==> config.mk <==
export PLATFORM = sky130hd
export DESIGN_NAME = decode_queue
export DESIGN_NICKNAME = d
export VERILOG_FILES = /design/src/rtl/decode_queue.sv
export SDC_FILE = /design/constraint.sdc
export NUM_CORES = 1
export LEC_CHECK = 0
export ABC_AREA = 1
export BUFFER_PORTS_ARGS = -buffer_cell sky130_fd_sc_hd__buf_2
export CAP_MARGIN = 20
export CORE_ASPECT_RATIO = 2
export CORE_MARGIN = 2
export CORE_UTILIZATION = 45
export CTS_CLUSTER_DIAMETER = 40
export CTS_CLUSTER_SIZE = 8
export DETAILED_ROUTE_END_ITERATION = 6
export HOLD_SLACK_MARGIN = 0.02
export PLACE_DENSITY = 0.66
export SYNTH_ARGS = -nofsm -noshare
export SYNTH_HDL_FRONTEND = slang
export SYNTH_SLANG_ARGS = --single-unit
==> constraint.sdc <==
create_clock -name clk -period 4.1 [get_ports clk]
set_clock_uncertainty 0.1 [all_clocks]
set_input_delay 0.615 -clock clk [delete_from_list [all_inputs] [get_ports clk]]
set_output_delay 0.615 -clock clk [all_outputs]
set_load 0.03 [all_outputs]
==> src/rtl/decode_queue.sv <==
// ============================================================================
// Module   : decode_queue (with decode_queue_pkg)
// Brief    : Instruction FIFO plus a registered RV32I/Zicsr decode stage.
//            Fetch and execute connect over valid/ready handshakes, and a
//            flush input empties the queue on a branch or trap redirect.
// Revision : 1.0  initial release
// ============================================================================
`default_nettype none

package decode_queue_pkg;
  // The order of this list is the decode priority order.
  typedef enum logic [5:0] {
    OP_NOP,
    OP_ADD, OP_SUB, OP_SLL, OP_SLT, OP_SLTU, OP_XOR, OP_SRL, OP_SRA, OP_OR, OP_AND,
    OP_ADDI, OP_SLTI, OP_SLTIU, OP_XORI, OP_ORI, OP_ANDI, OP_SLLI, OP_SRLI, OP_SRAI,
    OP_LB, OP_LH, OP_LW, OP_LBU, OP_LHU,
    OP_SB, OP_SH, OP_SW,
    OP_BEQ, OP_BNE, OP_BLT, OP_BGE, OP_BLTU, OP_BGEU,
    OP_LUI, OP_AUIPC, OP_JAL, OP_JALR, OP_FENCE, OP_ECALL, OP_EBREAK,
    OP_CSRRW, OP_CSRRS, OP_CSRRC, OP_CSRRWI, OP_CSRRSI, OP_CSRRCI
  } op_e;

  typedef enum logic [2:0] {IMM_NONE, IMM_I, IMM_S, IMM_B, IMM_U, IMM_J} imm_e;

  // Control bundle. The flags say which register fields the instruction uses.
  typedef struct packed {
    op_e  op;
    logic rs1;
    logic rs2;
    logic rDinSrc;
    imm_e imm_sel;
  } Signal;

  localparam Signal IR_SIGNAL_NOP = '{op: OP_NOP, rs1: 1'b0, rs2: 1'b0,
                                      rDinSrc: 1'b0, imm_sel: IMM_NONE};
endpackage

module decode_queue
  import decode_queue_pkg::*;
#(
  parameter int WIDTH = 32,
  parameter int DEPTH = 4
) (
  input  logic                       clk,
  input  logic                       rst,
  input  logic                       flush,
  input  logic                       in_valid,
  output logic                       in_ready,
  input  logic [WIDTH-1:0]           in_pc,
  input  logic [WIDTH-1:0]           in_ir,
  output logic                       out_valid,
  input  logic                       out_ready,
  output logic [WIDTH-1:0]           out_pc,
  output logic [4:0]                 rs1,
  output logic [4:0]                 rs2,
  output logic [4:0]                 rd,
  output logic [WIDTH-1:0]           imm,
  output Signal                      signal,
  output logic                       illegal,
  output logic [$clog2(DEPTH+1)-1:0] count
);

  localparam int PTR_W = $clog2(DEPTH);
  localparam int CNT_W = $clog2(DEPTH+1);
  localparam logic [CNT_W-1:0] C_FULL = CNT_W'(DEPTH);

  logic [WIDTH-1:0] r_pc_mem [DEPTH];
  logic [WIDTH-1:0] r_ir_mem [DEPTH];
  logic [PTR_W-1:0] r_wptr, r_rptr;

  logic             w_push, w_out_free, w_empty, w_pop, w_bypass, w_fifo_wr, w_load;
  logic [CNT_W-1:0] w_count_next;
  logic [WIDTH-1:0] w_ld_pc, w_ld_ir, w_imm;
  logic [4:0]       w_rs1, w_rs2, w_rd;
  logic             w_ecall;
  op_e              w_op;
  Signal            w_sig;

  // Find the instruction by opcode and function fields. Words that match nothing decode to OP_NOP.
  function automatic op_e match_op(input logic [31:0] ir);
    op_e op;
    op = OP_NOP;
    case (ir[6:0])
      7'b0110011: case ({ir[31:25], ir[14:12]})
        10'b0000000_000: op = OP_ADD;   10'b0100000_000: op = OP_SUB;
        10'b0000000_001: op = OP_SLL;   10'b0000000_010: op = OP_SLT;
        10'b0000000_011: op = OP_SLTU;  10'b0000000_100: op = OP_XOR;
        10'b0000000_101: op = OP_SRL;   10'b0100000_101: op = OP_SRA;
        10'b0000000_110: op = OP_OR;    10'b0000000_111: op = OP_AND;
        default:         op = OP_NOP;
      endcase
      7'b0010011: case (ir[14:12])
        3'b000: op = OP_ADDI;   3'b010: op = OP_SLTI;
        3'b011: op = OP_SLTIU;  3'b100: op = OP_XORI;
        3'b110: op = OP_ORI;    3'b111: op = OP_ANDI;
        3'b001: op = (ir[31:25] == 7'b0000000) ? OP_SLLI : OP_NOP;
        default: op = (ir[31:25] == 7'b0000000) ? OP_SRLI :
                      (ir[31:25] == 7'b0100000) ? OP_SRAI : OP_NOP;
      endcase
      7'b0000011: case (ir[14:12])
        3'b000: op = OP_LB;   3'b001: op = OP_LH;  3'b010: op = OP_LW;
        3'b100: op = OP_LBU;  3'b101: op = OP_LHU; default: op = OP_NOP;
      endcase
      7'b0100011: case (ir[14:12])
        3'b000: op = OP_SB;  3'b001: op = OP_SH;  3'b010: op = OP_SW;
        default: op = OP_NOP;
      endcase
      7'b1100011: case (ir[14:12])
        3'b000: op = OP_BEQ;  3'b001: op = OP_BNE;  3'b100: op = OP_BLT;
        3'b101: op = OP_BGE;  3'b110: op = OP_BLTU; 3'b111: op = OP_BGEU;
        default: op = OP_NOP;
      endcase
      7'b0110111: op = OP_LUI;
      7'b0010111: op = OP_AUIPC;
      7'b1101111: op = OP_JAL;
      7'b1100111: op = (ir[14:12] == 3'b000) ? OP_JALR : OP_NOP;
      7'b0001111: op = (ir[14:12] == 3'b000) ? OP_FENCE : OP_NOP;
      7'b1110011: begin
        if (ir == 32'h0000_0073)      op = OP_ECALL;
        else if (ir == 32'h0010_0073) op = OP_EBREAK;
        else case (ir[14:12])
          3'b001: op = OP_CSRRW;   3'b010: op = OP_CSRRS;   3'b011: op = OP_CSRRC;
          3'b101: op = OP_CSRRWI;  3'b110: op = OP_CSRRSI;  3'b111: op = OP_CSRRCI;
          default: op = OP_NOP;
        endcase
      end
      default: op = OP_NOP;
    endcase
    return op;
  endfunction

  // Build the control bundle: register fields used and immediate format.
  function automatic Signal signal_of(input op_e op);
    Signal s;
    s    = IR_SIGNAL_NOP;
    s.op = op;
    if (op inside {OP_ADD, OP_SUB, OP_SLL, OP_SLT, OP_SLTU, OP_XOR, OP_SRL, OP_SRA,
                   OP_OR, OP_AND, OP_ECALL}) begin
      s.rs1 = 1'b1; s.rs2 = 1'b1; s.rDinSrc = 1'b1;
    end else if (op inside {OP_ADDI, OP_SLTI, OP_SLTIU, OP_XORI, OP_ORI, OP_ANDI,
                            OP_SLLI, OP_SRLI, OP_SRAI, OP_LB, OP_LH, OP_LW, OP_LBU,
                            OP_LHU, OP_JALR, OP_CSRRW, OP_CSRRS, OP_CSRRC}) begin
      s.rs1 = 1'b1; s.rDinSrc = 1'b1; s.imm_sel = IMM_I;
    end else if (op inside {OP_SB, OP_SH, OP_SW}) begin
      s.rs1 = 1'b1; s.rs2 = 1'b1; s.imm_sel = IMM_S;
    end else if (op inside {OP_BEQ, OP_BNE, OP_BLT, OP_BGE, OP_BLTU, OP_BGEU}) begin
      s.rs1 = 1'b1; s.rs2 = 1'b1; s.imm_sel = IMM_B;
    end else if (op inside {OP_LUI, OP_AUIPC}) begin
      s.rDinSrc = 1'b1; s.imm_sel = IMM_U;
    end else if (op == OP_JAL) begin
      s.rDinSrc = 1'b1; s.imm_sel = IMM_J;
    end else if (op inside {OP_CSRRWI, OP_CSRRSI, OP_CSRRCI}) begin
      // The rs1 field holds a 5-bit immediate (uimm), not a register index.
      s.rDinSrc = 1'b1; s.imm_sel = IMM_I;
    end
    return s;
  endfunction

  // Handshake and routing. A push goes straight to the output register when nothing is queued ahead of it.
  always_comb begin
    w_push       = in_valid & in_ready & ~flush;
    w_out_free   = ~out_valid | out_ready;
    w_empty      = (count == '0);
    w_pop        = ~w_empty & w_out_free;
    w_bypass     = w_empty & w_out_free & w_push;
    w_fifo_wr    = w_push & ~w_bypass;
    w_load       = w_pop | w_bypass;
    w_ld_pc      = w_pop ? r_pc_mem[r_rptr] : in_pc;
    w_ld_ir      = w_pop ? r_ir_mem[r_rptr] : in_ir;
    w_count_next = count + CNT_W'(w_fifo_wr) - CNT_W'(w_pop);
  end

  // Decode the word that is entering the output register.
  always_comb begin
    w_op    = match_op(w_ld_ir[31:0]);
    w_sig   = signal_of(w_op);
    w_ecall = (w_op == OP_ECALL);
    w_rs1   = w_sig.rs1     ? (w_ecall ? 5'd17 : w_ld_ir[19:15]) : 5'd0;
    w_rs2   = w_sig.rs2     ? (w_ecall ? 5'd10 : w_ld_ir[24:20]) : 5'd0;
    w_rd    = w_sig.rDinSrc ? (w_ecall ? 5'd11 : w_ld_ir[11:7])  : 5'd0;
    case (w_sig.imm_sel)
      IMM_I:   w_imm = {{(WIDTH-12){w_ld_ir[31]}}, w_ld_ir[31:20]};
      IMM_S:   w_imm = {{(WIDTH-12){w_ld_ir[31]}}, w_ld_ir[31:25], w_ld_ir[11:7]};
      IMM_B:   w_imm = {{(WIDTH-12){w_ld_ir[31]}}, w_ld_ir[31], w_ld_ir[7],
                        w_ld_ir[30:25], w_ld_ir[11:8]};
      IMM_U:   w_imm = {{(WIDTH-20){w_ld_ir[31]}}, w_ld_ir[31:12]};
      IMM_J:   w_imm = {{(WIDTH-20){w_ld_ir[31]}}, w_ld_ir[31], w_ld_ir[19:12],
                        w_ld_ir[20], w_ld_ir[30:21]};
      default: w_imm = '0;
    endcase
  end

  // Queue storage. It has no reset because the pointers and count decide which entries are valid.
  always_ff @(posedge clk) begin
    if (w_fifo_wr) begin
      r_pc_mem[r_wptr] <= in_pc;
      r_ir_mem[r_wptr] <= in_ir;
    end
  end

  // Pointers, occupancy and registered in_ready. Reset and flush both empty the queue.
  always_ff @(posedge clk) begin
    if (rst || flush) begin
      r_wptr   <= '0;
      r_rptr   <= '0;
      count    <= '0;
      in_ready <= 1'b1;
    end else begin
      if (w_fifo_wr) r_wptr <= r_wptr + 1'b1;
      if (w_pop)     r_rptr <= r_rptr + 1'b1;
      count    <= w_count_next;
      in_ready <= (w_count_next != C_FULL);
    end
  end

  // Decoded output register. It holds its value while execute stalls, and a flush only drops out_valid.
  always_ff @(posedge clk) begin
    if (rst) begin
      out_valid <= 1'b0;
      out_pc    <= '0;
      rs1       <= '0;
      rs2       <= '0;
      rd        <= '0;
      imm       <= '0;
      signal    <= IR_SIGNAL_NOP;
      illegal   <= 1'b0;
    end else if (flush) begin
      out_valid <= 1'b0;
    end else if (w_load) begin
      out_valid <= 1'b1;
      out_pc    <= w_ld_pc;
      rs1       <= w_rs1;
      rs2       <= w_rs2;
      rd        <= w_rd;
      imm       <= w_imm;
      signal    <= w_sig;
      illegal   <= (w_op == OP_NOP);
    end else if (out_ready) begin
      out_valid <= 1'b0;
    end
  end

endmodule

`default_nettype wire

Word-level counts from Yosys, hierarchy flattened
Memory sizes are Yosys's and may differ from the RTL's. A register that Yosys moved wholly into a read port is not among the register bits.
Index checks and enable logic that the tools add are counted.
{"block": "classes", "addsub": 4, "n_eq_ne": 80, "n_mux": 45, "n_bitwise": 12, "reduce_logical": 15}
{"operator": "32-bit one-hot mux with 5 select lines", "n": 1}
{"operator": "6-bit by 5-bit == test with 1-bit output (second input constant)", "n": 16}
{"operator": "6-bit == test (second input constant)", "n": 13}
{"operator": "6-bit one-hot mux with 6 select lines", "n": 2}
{"operator": "6-bit one-hot mux with 11 select lines", "n": 1}
{"operator": "32-bit two-way mux", "n": 2}
{"operator": "6-bit by 4-bit == test with 1-bit output (second input constant)", "n": 8}
{"operator": "5-bit two-way mux", "n": 9}
{"operator": "10-bit by 3-bit == test with 1-bit output (second input constant)", "n": 4}
{"operator": "4-bit one-hot mux with 10 select lines", "n": 1}
{"operator": "5-bit one-hot mux with 7 select lines", "n": 1}
{"operator": "32-bit by 21-bit == test with 1-bit output (second input constant)", "n": 1}
{"operator": "32-bit by 7-bit == test with 1-bit output (second input constant)", "n": 1}
{"operator": "7-bit by 6-bit == test with 1-bit output (second input constant)", "n": 4}
{"operator": "7-bit == test (second input constant)", "n": 4}
{"operator": "5-bit one-hot mux with 5 select lines", "n": 1}
{"operator": "6-bit by 3-bit == test with 1-bit output (second input constant)", "n": 4}
{"operator": "6-bit two-way mux", "n": 4}
{"operator": "10-bit by 2-bit == test with 1-bit output (second input constant)", "n": 2}
{"operator": "10-bit by 9-bit == test with 1-bit output (second input constant)", "n": 2}
{"operator": "3-bit == test (second input constant)", "n": 6}
{"operator": "18-bit nonzero test", "n": 1}
{"operator": "4-bit two-way mux", "n": 4}
{"operator": "5-bit one-hot mux with 3 select lines", "n": 1}
{"operator": "other kinds (29)", "n": 63}
{"block": "totals", "regBits": 101, "ramBits": 256, "in_bits": 69, "output_inout_bits": 97, "word_cells": 174, "n_memories": 2}
{"memory": "r_ir_mem", "depth": 4, "word_bits": 32, "rd": 1, "rd_ports_with_merged_regs": 1, "write_ports": 1, "line": "68", "text": "logic [WIDTH-1:0] r_ir_mem [DEPTH];"}
{"memory": "r_pc_mem", "depth": 4, "word_bits": 32, "rd": 1, "rd_ports_with_merged_regs": 1, "write_ports": 1, "line": "67", "text": "logic [WIDTH-1:0] r_pc_mem [DEPTH];"}

Longest topological paths before layout
Gate-level depths: netlist of run 1.
{"block": "depth", "ltp_word": 20, "mapped_depth": 28, "depth_no_buf": 25}

Least setup slack after synthesis of run 1
OpenSTA, ideal clock, no wires.
{"block": "synth_timing", "path_type": "reg2reg", "start": "reg count[1]", "end": "mem r_ir_mem[0][0], enable pin", "arrival_time_ns": 3.692, "required_ns": 3.513, "setup_slack_ns": -0.178, "path_stages_with_launch": 5, "synth_period_minus_slack_ns": 4.278, "cell_sequence": "dfxtp_1 -> nor2_4 -> nand2_4 -> o21ai_1 -> nor2_1"}
{"block": "synth_between", "elab_chain_len": 7}
{"item": "start, declared", "line": "60", "text": "output logic [$clog2(DEPTH+1)-1:0] count"}
{"item": "start signal, assigned", "line": "211", "text": "count <= w_count_next;"}
{"item": "3-bit logical NOT", "line": "163", "text": "w_empty = (count == '0);"}
{"item": "1-bit AND (2 in series)", "line": "165", "text": "w_bypass = w_empty & w_out_free & w_push;"}
{"item": "1-bit NOT", "line": "166", "text": "w_fifo_wr = w_push & ~w_bypass;"}
{"item": "1-bit AND", "line": "166"}
{"item": "1-bit two-way mux", "line": "195", "text": "if (w_fifo_wr) begin"}
{"item": "1-bit two-way mux (implied by the code)", "line": "197", "text": "r_ir_mem[r_wptr] <= in_ir;"}
{"item": "end, declared", "line": "68"}
No other way between the ends.

==> metrics.txt, run 1 <==
outcome=completed; Synth area leaders=edfxtp_1 (49%), dfxtp_1 (12%), nand2_1 (9.3%); hold_ws=0.172 ns; # IOs=166; met3 Usage GRT=3.29%; syn avg cell area=9.46 um^2; crit path max fanout=25; initial antenna violation count=5; H-tree lvl count=2; Yosys top cell area share=49.3%; met2 Use GR=43.5%; remaining antenna violation count=0; critical path type=flip-flop to flip-flop; count of final hold-check violations=0; pin count of the biggest net entering global routing=116; Post-layout nets=1881; setup TNS=0 ns; Tot GR Track Use=23.2%; post-CTS setup buffers=0; PwrDens=689 nW/um^2; worst min-delay path category=input pin to flip-flop; Initial Util=45.5%; max-cap viol count=0; Tcrit/Tclk final=90.6%; Post-DP Area=16900 um^2; PortBufs=165; clock buffer depth=3; element type at the critical path end=flip-flop; most common cell after layout, fill and taps aside=nand2_1; DR vias/cell=5.35; Ys Warns=0; leakage=7.83 nW; flops & latches, synth=347; most frequent cells in the layout=nand2_1 (385), edfxtp_1 (256), inv_1 (182); minimum clock period=3.71 ns; CTS tree=yes; WL/cell=18.6 um; # setup viols final=0; RSZ-0062 raised after global routing=no; CTS Sinks=347; Vias=12200; row count=96; synthesized area=15600 um^2; sequential cell area fraction in the yosys report=61.0%; Crit path required time=4.42 ns; Hold Buf Count CTS=0; chip width=136 um; clk slew on worst S/H paths=0.05 ns; total CTS buffers=50; dpl hpwl=28.3 mm; synth unique cells=38; Root Buffer=clkbuf_16; Setup crit start kind=flip-flop; total gr overflow=0; worst slew pin tran=0.985 ns; setup ws final=0.386 ns; clk_lat worst skew=0.57 ns; DRT iter0 DRCs=821; Synth Net Count=1724; area of the core=34200 um^2; vias in the first global route=12400; Die Y=267 um; pre-CTS setup slack=0.178 ns; maximum clock frequency=0.269 GHz; drt drc=0; first-pass GRT wire length=65.2 mm; worst IR drop on VDD=0.742 mV; Post-Synthesis Cells=1648; GRT busiest layer=met2; Final Cell Area=18400 um^2; Synth area leader=edfxtp_1; drt first pass iters=5; crit path DAT=4.04 ns; Final Routed Wirelength=42.5 mm; Die ar.=36200 um^2; GPL Wtd Cong=0.975; Slew headroom=34.1%; P&R area growth vs syn=18.2%; Max Slew Vio Count=0; met1 GRT Util=24.0%; layout cell share with drive strength beyond 1=17.4%
-- layer usage --
layer / routed length (um) / part of all wire, %
met5: 21 / 0.049
met4: 2450 / 5.8
met3: 1940 / 4.6
met2: 22900 / 54
met1: 15200 / 36
-- cell families after synthesis --
kind of cell | after synthesis | share of synthesized area [%]
AO/OA/AOI/OAI | 305 | 11.1
adder cells (fa/ha/maj) | 7 | 0.610
XOR/XNOR | 1 | 0.0562
AND/OR/NAND/NOR | 698 | 19.2
flip-flops | 347 | 61.0
buffers and inverters | 290 | 8.01
-- final timing paths --
kind | start | endpoint | slack [ns] | cells after the start
setup / recovery | flip-flop | imm[13] | 0.39 | 23
hold / removal | in_ir[22] | r_ir_mem[0][22] | 0.17 | 1
setup reg to reg | flip-flop | imm[13] | 0.39 | 23
hold reg to reg | imm[15] | imm[15] | 0.36 | 2
-- cells in the mapped netlist --
cell      count
a21boi_0      1
a21oi_1      79
a21oi_2       7
a221oi_1     15
a31oi_1       1
and3_4        1
buf_1         6
buf_2        11
buf_4        24
buf_6         6
buf_8         1
clkbuf_1     52
clkinv_1      1
dfxtp_1      91
edfxtp_1    256
fa_1          1
ha_1          6
inv_1       182
inv_2         7
nand2_1     385
nand2_2      17
nand2_4       2
nand3_1     130
nand3_2       2
nand3b_1      1
nand4_1      18
nand4_4       2
nor2_1      125
nor2_2        8
nor2_4        3
nor3_1        3
nor4_1        1
o211ai_1      6
o21ai_0     108
o21ai_1       8
o21ai_2       1
o22ai_1      79
xor2_1        1
-- report_power, final --
part	internal, W	leakage [nW]	switching (W)
Combinational	0.00125	4.08	0.00335
Clock	0.00235	0.712	0.00149
Sequential	0.00410	3.05	0.000140
-- flip-flops by register name (all words and copies together) (netlist names), named ones only --
signal and cells:
illegal 1, signal 12, rs1 5, r_ir_mem 128, out_pc 32, r_wptr 2
count 3, r_rptr 2, rd 5, r_pc_mem 128, rs2 5, out_valid 1
in_ready 1, imm 20
-- worst max-delay path, cell delays in order (launching register included) --
cell and delay, ns:
dfxtp_4 0.42, inv_4 0.16, buf_4 0.32, nand2_1 0.11, nand3_1 0.11, nand3_1 0.10, nand2_2 0.19, nand2_2 0.17
nor2_1 0.25, nand2_1 0.13, nor2_4 0.11, nand2_2 0.19, nand2_2 0.11, nand2_2 0.06, nand2_1 0.12, nor2_1 0.06
nand3_1 0.07, nand2_1 0.06, nand2_2 0.09, nand4_4 0.22, nand4_4 0.18, nand2_1 0.07, nand2_1 0.07, a21oi_1 0.07
-- final cells by class --
cell class | instances | area, um^2
fill | 3048 | 15800
sequential | 347 | 9510
multi-input combinational | 1011 | 4870
clock buffer | 84 | 1380
timing repair buffer | 205 | 1260
inverter | 190 | 716
tap | 441 | 552
clock inverter | 7 | 121
antenna | 1 | 2.50
-- metrics by stage --
step	power [W]	util, %	instances
6_report	0.0127	53.8	2286
3_3_place_gp	0.00879	49.3	2193
3_5_place_dp	0.00887	49.4	2194
2_1_floorplan	0.00746	-	1648
5_1_grt	0.0133	53.8	2286
4_1_cts	0.0127	53.8	2285
-- repair_timing --
item,in CTS,in global routing
endpoints found under the setup margin,0,28
hold endpoints to repair,0,0
gates resized for setup,0,4
Power figures use the tool's default switching activity.
==> run 2, diff against run 1 <==
--- a/config.mk
+++ b/config.mk
@@ -9,7 +9,6 @@
 export BUFFER_PORTS_ARGS = -buffer_cell sky130_fd_sc_hd__buf_2
 export CAP_MARGIN = 20
 export CORE_ASPECT_RATIO = 2
-export CORE_MARGIN = 2
 export CORE_UTILIZATION = 45
 export CTS_CLUSTER_DIAMETER = 40
 export CTS_CLUSTER_SIZE = 8
==> metrics.txt, run 2 (synthesis results as in run 1) <==
outcome=completed; max incr delay on CP=0.45 ns; sequential share of power=33.2%; Logic pwr share=37.6%; Post-layout nets=1893; worst IR drop on VDD=0.585 mV; area of the core=34200 um^2; layout cell share with drive strength beyond 1=17.7%; Die Y=265 um; maximum clock frequency=0.272 GHz; crit path DAT=3.97 ns; fillcell total=3088; critical path type=flip-flop to flip-flop; P&R area growth vs syn=18.1%; setup TNS=0 ns; crit path max fanout=128; H-tree lvl count=2; total CTS buffers=49; Clk pwr share=29.2%; # setup viols final=0; Crit path required time=4.39 ns; Net Sw Frac=39.3%; Tcrit/Tclk final=89.8%; WL/cell=18.5 um; total gr overflow=0; Setup crit start kind=flip-flop; Die ar.=35400 um^2; DRT iter0 DRCs=641; element type at the critical path end=flip-flop; drt drc=0; Switching Power=0.00501 W; Reg2Reg Setup Slack=0.42 ns; row count=96; Vias=12200; Top Registers=r_ir_mem x128, r_pc_mem x128, out_pc x32; PortBufs=165; vias in the first global route=12300; Max Slew Vio Count=0; GPL Wtd Cong=1.03; initial antenna violation count=3; drt first pass iters=7; Finished Layout Cells=2296; dpl hpwl=28.7 mm; PwrDens=693 nW/um^2; Initial Util=45.5%; Root Buffer=clkbuf_16; Internal=0.00775 W; FF/Latch Area=9510 um^2; DR vias/cell=5.32; first-pass GRT wire length=66.1 mm; Final Routed Wirelength=42.5 mm; Slew headroom=33.5%; count of final hold-check violations=0; leakage=7.86 nW; top cell family by delay on the critical path=simple AND/OR/NAND/NOR gates; CTS Sinks=347; clk_lat worst skew=0.57 ns; most frequent cells in the layout=nand2_1 (385), edfxtp_1 (256), inv_1 (182); Post-Place Cells=2206; # IOs=166; WP buf/inv=1; clock buffer depth=3; CTS tree=yes; remaining antenna violation count=0; critical path's slowest cell=buf_12; most common cell after layout, fill and taps aside=nand2_1; footprint of the multi-input gates=4860 um^2; RSZ-0062 raised after global routing=no; worst min-delay path category=input pin to flip-flop; worst slew pin tran=0.994 ns; Tot GR Track Use=24.3%; max-cap viol count=0; cells along the critical path=buf_12 -> nand2_1 -> nand3_1 -> nand3_1 -> nand2_2 -> nand2_2 -> nor2_1 -> nand3_1 -> nand3_1 -> nor2_1 -> nand2_1 -> nor2_1 -> nand3_1 -> nand2_1 -> nand2_2 -> nand4_4 -> nand4_4 -> nand2_1 -> nand2_1 -> a21oi_1; minimum clock period=3.68 ns; clk slew on worst S/H paths=0.05 ns; chip width=134 um; pin count of the biggest net entering global routing=129
==> run 2: final timing paths <==
check	start	endpoint	cells after the start
worst max register to register	flip-flop	imm[11]	20
worst min-delay path	in_ir[9]	r_ir_mem[1][9]	1
worst max-delay path	flip-flop	imm[11]	20
worst min register to register	imm[16]	imm[16]	2
==> run 2: power by group through the flow <==
stage               sequential (W)  combinational (W)  clock, W
floorplan                  0.00466            0.00281         0
global placement           0.00429            0.00475         0
detailed placement         0.00430            0.00478         0
CTS                        0.00424            0.00479   0.00378
global route               0.00427            0.00522   0.00394
finish                     0.00424            0.00479   0.00372
==> run 2: final cells by class <==
cell class	count	share of cell area, %
flip-flops and latches	347	51.7
multi-input cells	1011	26.4
clock buffers	84	7.49
repair buffers	218	7.14
inverters	190	3.90
well taps	441	3.00
clock inverters	3	0.319
diodes	2	0.0272
==> run 2: repair_timing <==
item	in CTS	in global routing
buffers inserted	0	0
setup endpoints to repair	0	25
gates resized for setup	0	4
hold buffers	0	0
==> run 2: stage by stage <==
stage	total power, W	setup slack [ns]	area [um^2]	hold slack (ns)	util, %
2_1_floorplan	0.00746	-0.178	15600	0.336	-
3_3_place_gp	0.00904	0.323	16900	0.340	49.5
3_5_place_dp	0.00908	0.281	16900	0.352	49.5
4_1_cts	0.0128	0.331	18400	0.154	53.7
5_1_grt	0.0134	0.0162	18400	0.160	53.8
6_report	0.0128	0.420	18400	0.170	53.8
==> run 2: metal layers <==
layer  routed length (um)  track usage [%]  part of all wire (%)  up-vias
met1                15400             25.5                    36     5843
li1                     -                -                     -     5915
met3                 1740             3.28                   4.1      118
met4                 2110             13.5                   5.0        2
met5                   10                0                 0.024        -
met2                23200             45.9                    55      339
